===== src/rtl/mult_seq.sv =====
// mult_seq: iterative shift-add multiplier, one multiplier bit per clock.
// Operands enter as magnitudes. The sign is applied in a single FIX cycle.
// The product comes out as HI/LO halves, each WIDTH bits.
// Optional build macro MULT_SEQ_EARLY_TERM_EN lets RUN finish as soon as the
// remaining multiplier bits are all zero. Results match the default build.
// Parameter constraints: 4 <= WIDTH <= 64, 2**CNT_W > WIDTH.
module mult_seq #(
  parameter int WIDTH = 32,
  parameter int CNT_W = 7
) (
  input  logic             CLK,
  input  logic             RST,
  input  logic             START,
  input  logic             SIGNED,
  input  logic [WIDTH-1:0] A,
  input  logic [WIDTH-1:0] B,
  output logic             BUSY,
  output logic             DONE,
  output logic [WIDTH-1:0] HI,
  output logic [WIDTH-1:0] LO
);

  // state | meaning
  // IDLE  | waiting for START; HI/LO hold the last result
  // RUN   | one add/shift step per edge, WIDTH steps in total
  // FIX   | apply sign, load HI/LO, pulse DONE
  typedef enum logic [1:0] {
    S_IDLE = 2'd0,
    S_RUN  = 2'd1,
    S_FIX  = 2'd2
  } state_t;

  state_t state;
  state_t state_nxt;

  logic [WIDTH-1:0]   mcand;
  logic [WIDTH-1:0]   mult;
  logic [WIDTH-1:0]   acc;
  logic [WIDTH-1:0]   acc_lo;
  logic               neg;
  logic [CNT_W-1:0]   cnt;
  logic               last_iter;
  logic               step_en;
  logic [WIDTH-1:0]   a_mag;
  logic [WIDTH-1:0]   b_mag;
  logic [WIDTH:0]     sum;
  logic [2*WIDTH-1:0] raw;
  logic [2*WIDTH-1:0] prod;
  logic               done_q;
  logic [WIDTH-1:0]   hi_q;
  logic [WIDTH-1:0]   lo_q;

  // Magnitudes are taken only for signed operations.
  // The most negative value maps to 2**(WIDTH-1) as an unsigned WIDTH-bit magnitude.
  assign a_mag = (SIGNED && A[WIDTH-1]) ? -A : A;
  assign b_mag = (SIGNED && B[WIDTH-1]) ? -B : B;

  // The carry out of the add is kept as bit WIDTH. The shift folds it into acc.
  assign sum = {1'b0, acc} + (mult[0] ? {1'b0, mcand} : {(WIDTH+1){1'b0}});

  assign last_iter = (cnt == CNT_W'(WIDTH - 1));

`ifdef MULT_SEQ_EARLY_TERM_EN
  // mult shifts in zeros from the top.
  // Once it reaches zero, every remaining step would only shift.
  logic               mult_zero;
  logic [CNT_W-1:0]   resid;

  assign mult_zero = (mult == '0);
  assign step_en   = (state == S_RUN) && !mult_zero;
  // After cnt steps, {acc, acc_lo} holds the partial product shifted left by
  // (WIDTH - cnt) bits. A final right shift realigns it.
  assign resid     = CNT_W'(WIDTH) - cnt;
  assign raw       = {acc, acc_lo} >> resid;
`else
  assign step_en   = (state == S_RUN);
  assign raw       = {acc, acc_lo};
`endif

  assign prod = neg ? -raw : raw;

  // State register.
  always_ff @(posedge CLK or negedge RST) begin
    if (!RST) begin
      state <= S_IDLE;
    end else begin
      state <= state_nxt;
    end
  end

  // Next-state logic. START is only looked at in IDLE.
  always_comb begin
    state_nxt = state;
    case (state)
      S_IDLE: begin
        if (START) begin
          state_nxt = S_RUN;
        end
      end
      S_RUN: begin
`ifdef MULT_SEQ_EARLY_TERM_EN
        if (mult_zero || last_iter) begin
          state_nxt = S_FIX;
        end
`else
        if (last_iter) begin
          state_nxt = S_FIX;
        end
`endif
      end
      S_FIX: begin
        state_nxt = S_IDLE;
      end
      default: begin
        state_nxt = S_IDLE;
      end
    endcase
  end

  // Outputs derived from state and the result registers.
  always_comb begin
    BUSY = (state == S_RUN) || (state == S_FIX);
    DONE = done_q;
    HI   = hi_q;
    LO   = lo_q;
  end

  // Working datapath: capture on START, then add/shift while RUN steps.
  always_ff @(posedge CLK or negedge RST) begin
    if (!RST) begin
      mcand  <= '0;
      mult   <= '0;
      acc    <= '0;
      acc_lo <= '0;
      neg    <= 1'b0;
      cnt    <= '0;
    end else if (state == S_IDLE && START) begin
      mcand  <= a_mag;
      mult   <= b_mag;
      acc    <= '0;
      acc_lo <= '0;
      neg    <= SIGNED & (A[WIDTH-1] ^ B[WIDTH-1]);
      cnt    <= '0;
    end else if (step_en) begin
      acc    <= sum[WIDTH:1];
      acc_lo <= {sum[0], acc_lo[WIDTH-1:1]};
      mult   <= {1'b0, mult[WIDTH-1:1]};
      cnt    <= cnt + 1'b1;
    end
  end

  // Result registers: loaded only in FIX, so HI/LO stay stable during RUN.
  always_ff @(posedge CLK or negedge RST) begin
    if (!RST) begin
      hi_q   <= '0;
      lo_q   <= '0;
      done_q <= 1'b0;
    end else if (state == S_FIX) begin
      hi_q   <= prod[2*WIDTH-1:WIDTH];
      lo_q   <= prod[WIDTH-1:0];
      done_q <= 1'b1;
    end else begin
      done_q <= 1'b0;
    end
  end

endmodule


===== config.mk =====
export PLATFORM = sky130hd
export DESIGN_NAME = mult_seq
export DESIGN_NICKNAME = d
export VERILOG_FILES = /design/src/rtl/mult_seq.sv
export SDC_FILE = /design/constraint.sdc
export NUM_CORES = 1
export LEC_CHECK = 0
export CAP_MARGIN = 20
export CORE_MARGIN = 10
export CORE_UTILIZATION = 40
export CTS_CLUSTER_DIAMETER = 30
export CTS_CLUSTER_SIZE = 24
export DETAILED_ROUTE_END_ITERATION = 10
export PLACE_DENSITY_LB_ADDON = 0.08
export SETUP_SLACK_MARGIN = 0.2
export SLEW_MARGIN = 30
export SYNTH_ARGS = -nofsm -noshare
export SYNTH_HDL_FRONTEND = slang
export SYNTH_SLANG_ARGS = --single-unit

===== constraint.sdc =====
create_clock -name CLK -period 4.2 [get_ports CLK]
set_clock_uncertainty 0.15 [all_clocks]
set_input_delay 0.84 -clock CLK [delete_from_list [all_inputs] [get_ports CLK]]
set_output_delay 0.84 -clock CLK [all_outputs]
set_load 0.01 [all_outputs]

======== After elaboration in Yosys (flattened, before gate mapping) ========
Cells that the tools add are included.
Widths: inputs -> output; s select.
word-level totals
  flip-flop bits (word level) ............. 203
  bits of input ports ..................... 68
  logic and storage cells ................. 45
operators by class
  add/sub/neg operators ................... 5
  equal/unequal tests ..................... 5
  muxes and demuxes ....................... 16
  bitwise operators ....................... 2
  reductions and logical operators ........ 7
operator list
  operator             number
  $mux 32              9
  $mux 64              1
  $neg 32->32          2
  $neg 64->64          1
  $add 32x32->33       1
  $mux 7               2
  $add 7x1->7 const B  1
  $eq 7x5->1 const B   1
  $mux 2               2
  $ne 2x2->1 const B   2
  $pmux 2 s2           1
  $logic_and 1x1->1    3
  $eq 2x1->1 const B   1
  $eq 2x2->1 const B   1
  $logic_not 2->1      1
  $reduce_and 2->1     1
  $reduce_bool 2->1    1
  $and 1x1->1          1
  $logic_or 1x1->1     1
  $mux 1               1
  $xor 1x1->1          1

======== Depth between registers and ports, before layout ========
  depth in word-level cells ............... 4
  mapped depth ............................ 12
  gate-level depth less buffers ........... 11

======== Worst setup path after synthesis ========
No wires, ideal clock.
  path type ............................... input -> register
  start point ............................. in A[8]
  end point ............................... reg mcand[29]
  library setup time ...................... 135 ps
  arrival ................................. 2913 ps
  data required time ...................... 3915 ps
  path slack .............................. 1002 ps
  stages on the path ...................... 7
  buffers on the path ..................... 0
  cell sequence ........................... or4_1 -> nor4b_1 -> nor4bb_1 -> nand2_1 -> o31ai_1 -> xor2_1 -> o21ai_0
between the ends
  longest elaborated chain between the ends .. 2
ends and longest elaborated chain
  what                    line  RTL
  start: declaration      15    input logic [WIDTH-1:0] A,
  $neg 32->32             55    assign a_mag = (SIGNED && A[WIDTH-1]) ? -A : A;
  $mux 32                 55
  end signal: assignment  138   mcand <= a_mag;
  end: declaration        36    logic [WIDTH-1:0] mcand;
Every way passes these cells.
A chain may end at the register's enable or synchronous reset.

======== Final worst setup path ========
  start point ............................. reg acc_lo[1]
  end point ............................... reg hi_q[4] (netlist: HI[4])
between the ends
  longest elaborated chain between the ends .. 2
ends and longest elaborated chain
  what                      line  RTL
  start: declaration        39    logic [WIDTH-1:0] acc_lo;
  start signal: assignment  146   acc_lo <= {sum[0], acc_lo[WIDTH-1:1]};
  $neg 64->64               80    assign prod = neg ? -raw : raw;
  $mux 64                   80
  end signal: assignment    159   hi_q <= prod[2*WIDTH-1:WIDTH];
  end: declaration          50    logic [WIDTH-1:0] hi_q;
Every way passes these cells.

==> summary.md <==
| Metric | Value |
|---|---|
| Ys async rst share | `between 90% and 100%` |
| Worst Path Max Fanout | `7` |
| Yosys top cell by area | `dfrtp_1` |
| Cells after Synth | `1422` |
| GR Overflow Total | `0` |
| Maximum achievable frequency | `279.5 MHz` |
| Via density | `5.258` |
| Synth top area cells | `dfrtp_1, mux2i_1, xor2_1, a21oi_1, o21ai_0` |
| Hpwl dp | `between 20000 and 25000 um` |
| Routability Congestion | `a little under 0.9` |
| CTS Sinks | `203` |
| Leak pwr | `7.135 nW` |
| Worst Reg-to-Reg Cells | `9` |
| Fraction of layout cells with a size suffix above 1 | `8.068%` |
| Vias | `10.49k` |
| Critical Path Max Stage Delay | `0.68 ns` |
| Final period util | `approximately 85%` |
| Setup Crit Path Kind | `reg2reg` |
| Max_cap viols | `0` |
| Post-synth EDFFs | `0` |
| CP required | `~4.5 ns` |
| Rel. slew slack | `39.33%` |
| CTS clk-pin slew, worst paths | `0.05 ns` |
| RSZ-0062 raised after global routing | `no` |
| Main synth FF type | `dfrtp_1` |
| Largest net degree at the start of global routing | `108` |
| Die Footprint | `38820 um2` |
| CTS tree | `yes` |
| Layout Cells excl Fill | `1995` |
| Cts bufs inserted | `56` |
| Port bufs | `133` |
| Hold Buf Count CTS | `0` |
| Crit-path cells | `inv_1 -> ha_1 -> or4b_1 -> or4_1 -> nor4_4 -> nand2_1 -> o41ai_1 -> xor2_1 -> a21oi_1` |
| Max VDD drop | `356.4 uV` |
| DR pass1 iterations | `5` |
| Synthesized area | `12530 um2` |
| Crit path DAT | `3.83 ns` |
| FF-to-FF Start | `acc_lo[1]` |
| Most frequent cells in the layout | `dfrtp_1, nor2_1, nand2_1` |
| Syn_nets | `1531` |
| Row count | `between 60 and 70` |
| Final setup TNS | `0 ns` |
| Critical Path End Type | `flip-flop` |
| Cts repair resizes | `0` |
| Yosys top cell area share | `40.53%` |
| # Post-CTS Setup Buffers | `0` |
| Number of synthesized register bits | `203` |
| Most common cell after layout, fill and taps aside | `dfrtp_1` |
| Status | `complete, no violations` |
| Hold crit path type | `in2async` |
| Pwr Total | `10.68 mW` |
| Core footprint | `30750 um2` |
| Crit Reg-Reg Endpoint | `HI[4]` |
| Power density over the cells | `654.5 nW/um2` |
| R2r setup slk | `0.62 ns` |
| Antenna cells | `0` |
| Drt drc | `0` |
| Worst-Skew Late Latency | `0.55 ns` |
| 1st-iter DRT viols | `540` |
| Nets | `1665` |
| Area grow syn2layout | `30.15%` |
| Pins Over Slew Limit | `0` |
| Placed cells | `about 1.9k` |
| # H-tree levels | `2` |
| Setup-failing EPs final | `0` |
| Routed length per instance | `~16 um` |
| Clock Path Buffers | `3` |
| Slowest CP cell | `or4_1` |
| Synth unique cells | `64` |
| Tmin final | `3.578 ns` |
| Final WL | `32570 um` |
| Hold Fails Final Rpt | `0` |
| Die Ht | `197.0 um` |
| # IOs | `134` |
| DRT antenna net count | `0` |
| Seq/Total Area, Yosys | `40.53%` |
| Worst Tran Pin Value | `0.9101 ns` |
| Fin util | `about 53%` |
| Global-route wire length before repair | `between 50000 and 60000 um` |
| Die width | `197.0 um` |
| Initial core utilization | `40.76%` |
| Global Route Usage Sum | `between 10% and 20%` |
| CP startpoint kind | `flip-flop` |
| Syn. warnings | `0` |
| Vias in the first global route | `roughly 11k` |
| Syn avg cell area | `8.815 um2` |
| Clk root buf | `clkbuf_16` |
| Initial antenna violation count | `0` |
[how the worst max path moves through the flow]
stage / startpoint / slack, ns / endpoint
2_1_floorplan: A[8] / 1.00 / mcand[29]
3_3_place_gp: A[8] / 0.50 / mcand[29]
3_5_place_dp: A[8] / 0.47 / mcand[29]
4_1_cts: acc_lo[1] / 0.58 / HI[4]
5_1_grt: acc_lo[1] / 0.35 / HI[4]
6_report: acc_lo[1] / 0.62 / HI[4]
[report_power, final]
group          switching (mW)  total, mW  internal, mW
Sequential              0.452       2.86          2.41
Combinational            1.92       3.27          1.35
Clock                    1.23       4.54          3.31
[stage by stage]
step                      worst slack, ns  area, um2  hold WS, ns
after global placement             0.4975      14270       0.3037
after CTS                          0.5850      16310       0.2938
after detailed placement           0.4714      14270       0.3120
after floorplan                     1.002      12530       0.2876
after global routing               0.3500      16310       0.2676
final                              0.6223      16310       0.1994
[cells in the mapped netlist (4+ instances only)]
master / number
and3_1: 5
dfrtp_1: 203
a211oi_1: 5
nor3_1: 31
nand2_1: 141
nor4_1: 11
nor2b_1: 11
clkbuf_1: 57
a31oi_1: 6
nor2_1: 158
a21oi_1: 127
xnor2_1: 66
or4_1: 15
o31ai_1: 31
a21o_1: 12
o21a_1: 9
mux2i_1: 72
xor2_1: 76
nor3b_1: 4
o21bai_1: 4
nand2b_1: 7
nand3_1: 19
o41ai_1: 13
or3_1: 19
inv_1: 25
ha_1: 40
nand4_1: 12
o22ai_1: 5
buf_1: 17
o211ai_1: 7
and2_1: 37
o21ai_0: 126
[flip-flops by register name, indices dropped and copies added (netlist names)]
name and cells:
DONE 1, state 2, LO 32, acc 32, HI 32, acc_lo 32, neg 1, mcand 32
cnt 7, mult 32
[metal layers]
| layer | global-route usage (%) | vias to the layer above | wire, um |
|---|---|---|---|
| li1 | - | 5339 | - |
| met1 | 23.17 | 4903 | 16300 |
| met2 | 25.75 | 196 | 14090 |
| met3 | 3.441 | 52 | 1567 |
| met4 | 4.842 | 0 | 609 |
| met5 | 0 | - | 0 |
[cells by family (layout without fill, tap and decap cells)]
group | count (synthesis) | in the layout | share of synthesized area, %
multiplexers | 75 | 75 | 6.019
adder cells (fa/ha/maj) | 41 | 41 | 4.153
flip-flops | 203 | 203 | 40.53
AND/OR/NAND/NOR | 491 | 491 | 18.90
AO/OA/AOI/OAI | 370 | 370 | 17.43
XOR/XNOR | 142 | 142 | 9.922
buffers and inverters | 100 | 277 | 3.055
[layout make-up]
type / count / area [um2]
fillers: 2877 / 14440
inverters: 25 / 93.84
clock inverters: 27 / 483.0
multi-input cells: 1119 / 7102
repair buffers: 151 / 1496
clock buffers: 74 / 1559
well taps: 396 / 495.5
flip-flops and latches: 203 / 5084
[worst max-delay path, delay by kind of cell, from the launching register on]
kind	cells	cell delay (ns)
fa+ha+maj	1	0.18
xor+xnor	1	0.18
buf+inv	1	0.08
compound gates	2	0.44
flops	1	0.41
simple gates	4	1.99
Note: power is estimated with default switching activity, not from simulation.
